===== config.mk =====
export PLATFORM = sky130hd
export DESIGN_NAME = instruction_prefetch
export DESIGN_NICKNAME = d
export VERILOG_FILES = /design/src/rtl/instruction_prefetch_pkg.sv /design/src/rtl/fetch_fifo.sv /design/src/rtl/instruction_prefetch.sv
export SDC_FILE = /design/constraint.sdc
export NUM_CORES = 1
export LEC_CHECK = 0
export CAP_MARGIN = 20
export CORE_MARGIN = 2
export CORE_UTILIZATION = 50
export CTS_CLUSTER_SIZE = 24
export DETAILED_ROUTE_END_ITERATION = 10
export PLACE_DENSITY = 0.73
export SYNTH_ARGS = -nofsm -noshare
export SYNTH_HDL_FRONTEND = slang
export SYNTH_SLANG_ARGS = --single-unit

===== constraint.sdc =====
create_clock -name f_clk -period 3.8 [get_ports f_clk]
set_clock_uncertainty 0.1 [all_clocks]
set_input_delay 0.57 -clock f_clk [delete_from_list [all_inputs] [get_ports f_clk]]
set_output_delay 0.57 -clock f_clk [all_outputs]
set_load 0.01 [all_outputs]

===== src/rtl/instruction_prefetch_pkg.sv =====
// Shared core constants for the instruction prefetch unit.
// Default PC step and reset fetch address live here so every user agrees.
package instruction_prefetch_pkg;
  localparam int unsigned     DEF_PC_STEP  = 4;
  localparam longint unsigned DEF_RESET_PC = 64'h0;

  function automatic int unsigned count_width(input int unsigned depth);
    return $clog2(depth) + 1;
  endfunction
endpackage


===== src/rtl/fetch_fifo.sv =====
// Synchronous FIFO holding {pc, instr} entries for the prefetch unit.
// Flush clears all entries and overrides any push/pop on the same edge.
module fetch_fifo
  import instruction_prefetch_pkg::*;
#(
  parameter int unsigned DW    = 64,
  parameter int unsigned DEPTH = 4
) (
  input  logic                          clk_i,
  input  logic                          rst_ni,
  input  logic                          flush_i,
  input  logic                          push_i,
  input  logic                          pop_i,
  input  logic [DW-1:0]                 din_i,
  output logic [DW-1:0]                 dout_o,
  output logic                          full_o,
  output logic                          empty_o,
  output logic [count_width(DEPTH)-1:0] count_o
);
  localparam int unsigned AW = $clog2(DEPTH);
  localparam int unsigned CW = count_width(DEPTH);

  logic [DW-1:0] mem_q [DEPTH];
  logic [AW-1:0] wr_ptr_q, wr_ptr_d;
  logic [AW-1:0] rd_ptr_q, rd_ptr_d;
  logic [CW-1:0] count_q, count_d;
  logic          do_push, do_pop;

  assign full_o  = (count_q == CW'(DEPTH));
  assign empty_o = (count_q == '0);
  assign count_o = count_q;
  assign dout_o  = mem_q[rd_ptr_q];
  assign do_push = push_i && !full_o;
  assign do_pop  = pop_i && !empty_o;

  // Pointers wrap naturally because DEPTH is a power of two.
  always_comb begin
    wr_ptr_d = wr_ptr_q;
    rd_ptr_d = rd_ptr_q;
    count_d  = count_q;
    if (flush_i) begin
      wr_ptr_d = '0;
      rd_ptr_d = '0;
      count_d  = '0;
    end else begin
      if (do_push) wr_ptr_d = wr_ptr_q + AW'(1);
      if (do_pop)  rd_ptr_d = rd_ptr_q + AW'(1);
      count_d = count_q + CW'(do_push) - CW'(do_pop);
    end
  end

  always_ff @(posedge clk_i or negedge rst_ni) begin
    if (!rst_ni) begin
      wr_ptr_q <= '0;
      rd_ptr_q <= '0;
      count_q  <= '0;
    end else begin
      wr_ptr_q <= wr_ptr_d;
      rd_ptr_q <= rd_ptr_d;
      count_q  <= count_d;
    end
  end

  always_ff @(posedge clk_i) begin
    if (do_push && !flush_i) mem_q[wr_ptr_q] <= din_i;
  end
endmodule


===== src/rtl/instruction_prefetch.sv =====
// Instruction prefetch: issues sequential fetches, buffers returned
// instructions in fetch_fifo, and feeds a stallable output stage to decode.
module instruction_prefetch
  import instruction_prefetch_pkg::*;
#(
  parameter int unsigned     IWIDTH   = 32,
  parameter int unsigned     AWIDTH   = 32,
  parameter int unsigned     PC_WIDTH = 32,
  parameter int unsigned     DEPTH    = 4,
  parameter int unsigned     PC_STEP  = DEF_PC_STEP,
  parameter longint unsigned RESET_PC = DEF_RESET_PC
) (
  input  logic                          f_clk,
  input  logic                          f_rst,
  output logic [AWIDTH-1:0]             f_o_addr_instr,
  output logic                          f_o_syn,
  input  logic                          f_i_ack,
  input  logic [IWIDTH-1:0]             f_i_instr,
  input  logic                          f_change_pc,
  input  logic [PC_WIDTH-1:0]           f_alu_pc_value,
  input  logic                          f_i_stall,
  output logic [IWIDTH-1:0]             f_o_instr,
  output logic [PC_WIDTH-1:0]           f_pc,
  output logic                          f_o_ce,
  output logic [count_width(DEPTH)-1:0] f_o_count
);
  localparam int unsigned EW = PC_WIDTH + IWIDTH;

  logic [PC_WIDTH-1:0] pc_q, pc_d;
  logic [IWIDTH-1:0]   instr_q, instr_d;
  logic [PC_WIDTH-1:0] out_pc_q, out_pc_d;
  logic                ce_q, ce_d;
  logic                push, pop;
  logic                fifo_full, fifo_empty;
  logic [EW-1:0]       fifo_dout;

  // Memory handshake: f_o_syn requests f_o_addr_instr and stays up with a
  // stable address until f_i_ack; an ack only transfers data while f_o_syn is
  // high, and an ack coinciding with a redirect is dropped.
  assign f_o_syn        = f_rst && !fifo_full;
  assign f_o_addr_instr = AWIDTH'(pc_q);
  assign push           = f_o_syn && f_i_ack && !f_change_pc;
  assign pop            = !f_change_pc && !f_i_stall && !fifo_empty;

  fetch_fifo #(
    .DW    (EW),
    .DEPTH (DEPTH)
  ) u_fifo (
    .clk_i   (f_clk),
    .rst_ni  (f_rst),
    .flush_i (f_change_pc),
    .push_i  (push),
    .pop_i   (pop),
    .din_i   ({pc_q, f_i_instr}),
    .dout_o  (fifo_dout),
    .full_o  (fifo_full),
    .empty_o (fifo_empty),
    .count_o (f_o_count)
  );

  always_comb begin
    pc_d = pc_q;
    if (f_change_pc)  pc_d = f_alu_pc_value;
    else if (push)    pc_d = pc_q + PC_WIDTH'(PC_STEP);
  end

  // Redirect kills the output stage; otherwise a stall freezes it.
  always_comb begin
    instr_d  = instr_q;
    out_pc_d = out_pc_q;
    ce_d     = ce_q;
    if (f_change_pc) begin
      ce_d = 1'b0;
    end else if (!f_i_stall) begin
      if (!fifo_empty) begin
        {out_pc_d, instr_d} = fifo_dout;
        ce_d                = 1'b1;
      end else begin
        ce_d = 1'b0;
      end
    end
  end

  always_ff @(posedge f_clk or negedge f_rst) begin
    if (!f_rst) begin
      pc_q     <= PC_WIDTH'(RESET_PC);
      instr_q  <= '0;
      out_pc_q <= '0;
      ce_q     <= 1'b0;
    end else begin
      pc_q     <= pc_d;
      instr_q  <= instr_d;
      out_pc_q <= out_pc_d;
      ce_q     <= ce_d;
    end
  end

  assign f_o_instr = instr_q;
  assign f_pc      = out_pc_q;
  assign f_o_ce    = ce_q;
endmodule


==> metrics.txt <==
status=completed; dpl hpwl=roughly 18000 um; Area growth, synth to finish=24.7%; Max-Slew Margin vs Limit=about a third; Layout Cell Area excl Fill=17500 um2; Register Area=10300 um2; Final TNS setup=0 ns; final antenna-violating net count=0; final setup fails=0; peak supply drop=0.300 mV; period utilization=76.6%; core region area=between 20000 and 30000 um2; overall power=around 0.011 W; die width=around 170 um; Worst path slowest cell=dfrtp_1; worst min path class=reg2reg; CP max stage delay=~0.48 ns; final count of pins violating max slew=0; IO buf count=approximately 170; DRT Wirelength=29000 um; r2r setup slk=between 1 and 1.5 ns; cell family with most CP delay=buffers and inverters; top_reg_cell synth=edfxtp_1; Initial Util=between 50% and 60%; WL per Instance=approximately 22 um; area of the multi-input gates=around 3600 um2; Worst-Margin Slew=around 1 ns; Layout Cells excl Fill=about 1.3k; Reg clk slew, reported paths=roughly 0.060 ns; io pins=170; Worst Setup Path Type=reg2out; vias per cell=5.70; Mapped Nets=roughly 820; Nets=1008; Pre-antenna DRT Iters=5; Synth Register Bits=between 300 and 400; buffer depth of the longest clock path=3; worst r2r src=u_fifo.count_o[1]$_DFF_PN0_; initial DRC count=597; Core Rows=approximately 60; CP endpoint kind=primary output; dpl cells=between 1k and 1.5k; initial antenna violation count=1; Synth async-reset ratio=28.9%; die area=between 20000 and 30000 um2; Crit. path cell count=4; Arr. time, crit path=approximately 2.2 ns; fill count=between 1.5k and 2k; fin crit period=around 2.9 ns; via count=between 7k and 8k; Hold Startpoint=f_o_instr[20]$_DFFE_PN0P_; Post-synth EDFFs=about 260; vias in the first global route=between 7k and 8k; RSZ-0062 raised after global routing=no; Critical path origin=u_fifo.count_o[1]$_DFF_PN0_; leakage dissipation=5.93 nW; WP data required=3.13 ns; crit path launch type=flop; Max-Cap Viols=0; grt ovf=0; CTS tree=done; CTS sink count=360; mapped cell area=~14000 um2; CTS root buffer=clkbuf_16; crit-path cells=or3b_1 > buf_4 > and2_1 > clkdlybuf4s50_1; layout cells sized above 1=approximately 22%; Worst Setup EP=f_o_syn; CP Max Fanout=12; global-route wire length before repair=between 40000 and 50000 um; Netlist cell types=43; placed cell area=about 16000 um2; Fmax=344 MHz; worst path bufs/invs=2; final hold viol count=0; WHS=between 0.4 and 0.5 ns; worst-skew pair later-pin latency=0.50 ns; Reg2Reg Depth=5; largest net degree at the start of global routing=66; TritonCTS Buffers=36; H-tree depth=2; Residual DRC=0; DIE HEIGHT=roughly 170 um; yosys warns=0; sequential area share after synthesis=73.4%; Mapped Cells=746; gpl congestion=about 0.81; synthesized area per cell=between 15 and 20 um2; pwr/cell area=around 650 nW/um2; Worst R2R End=u_fifo.mem_q[3][22]$_DFFE_PP_; GR Util All Layers=between 20% and 30%
## worst min path at each step
stage	cells after the start	slack (ns)	endpoint
floorplan	0	0.17	f_o_addr_instr[0]$_DFFE_PN0P_
CTS	1	0.41	f_pc[4]$_DFFE_PN0P_
global route	1	0.42	f_o_instr[26]$_DFFE_PN0P_
finish	1	0.40	f_o_instr[20]$_DFFE_PN0P_
detailed placement	1	0.40	f_o_instr[16]$_DFFE_PN0P_
global placement	1	0.39	f_o_instr[16]$_DFFE_PN0P_
## sequential cells by signal, indices dropped and copies added (netlist names)
register,cells
u_fifo.mem_q,256
f_o_addr_instr,32
f_o_instr,32
f_pc,32
u_fifo.count_o,3
u_fifo.rd_ptr_q,2
u_fifo.wr_ptr_q,2
f_o_ce,1
## metrics by stage
stage / utilization [%] / setup WS (ns)
after floorplan: - / 0.526
after global placement: 58.5 / 0.965
after detailed placement: 58.5 / 0.889
after CTS: 63.0 / 0.856
after global routing: 63.0 / 0.796
final: 63.1 / 0.889
## worst register-to-register path: stages, from the launching register on
cell     delay (ns)
dfrtp_1        0.50
or3b_1         0.16
buf_4          0.21
and3_1         0.43
and3_4         0.60
buf_12         0.32
## layer usage
metal  global-route usage, %  up-vias  share of wire, %
met5                       0        -                 0
met4                    6.01        0               1.9
met3                    4.28       43               6.5
met2                    33.8      266                51
met1                    27.6     3932                41
li1                        -     3378                 -
## cells in the mapped netlist, types with 4 or more instances
cell	count	share of area [%]
mux2_2	66	5.3
xor2_1	5	0.31
or4_1	20	1.1
nand4_1	11	0.49
o21ai_0	14	0.50
buf_2	17	0.61
mux4_2	64	10
and4_1	7	0.44
and2_1	4	0.18
dfrtp_1	104	19
edfxtp_1	256	55
xnor2_1	7	0.44
o31ai_1	10	0.54
and3_1	7	0.31
nand2_1	23	0.62
a31oi_1	13	0.58
nand3_1	20	0.71
clkbuf_1	16	0.43
ha_1	7	0.62
nor2b_1	5	0.22
a221oi_1	4	0.25
inv_1	6	0.16
nor2_1	27	0.72
## layout by cell type, fill, tap and decap left out, types with 8 or more instances in the layout
cell and count:
a31oi_1 13, nor2_1 27, mux4_2 64, clkdlybuf4s50_1 167
or4_1 20, nand4_1 11, nand3_1 20, mux2_2 66
dfrtp_1 102, buf_4 9, clkbuf_16 37, clkinv_2 8
o31ai_1 10, o21ai_0 14, edfxtp_1 256, nand2_1 23
## timing repair
action                    CTS  global route
resized for setup           0             0
hold buffers                1             0
setup buffers               0             0
hold endpoints to repair   16             0
## area by class of cell
cell class                      instances  area share (%)
Timing Repair Buffer                  183            10.6
Clock inverter                         23            1.66
Sequential cell                       360            58.9
Tap cell                              378            2.71
Multi-Input combinational cell        343            20.4
Inverter                                7           0.150
Antenna cell                            2          0.0286
Clock buffer                           41            5.50
## cells by family (layout without fill, tap and decap cells)
group                      Yosys count  in the layout  synth area share (%)
and+or+nand+nor                    138            138                  5.51
other                                0              2                     0
adders and majority gates            8              8                 0.768
DFF                                360            360                  73.4
buffers and inverters               43            254                  1.33
muxes                              132            132                  15.7
AOI/OAI and AO/OA                   53             53                  2.49
xor gates and xnor gates            12             12                 0.750
## power breakdown
| part | leakage (nW) | internal (W) | switching, W |
|---|---|---|---|
| clock | 0.621 | 0.00229 | 0.00141 |
| combinational | 1.78 | 0.00153 | 0.000879 |
| sequential | 3.54 | 0.00472 | 0.000494 |
Power figures use the tool's default switching activity.
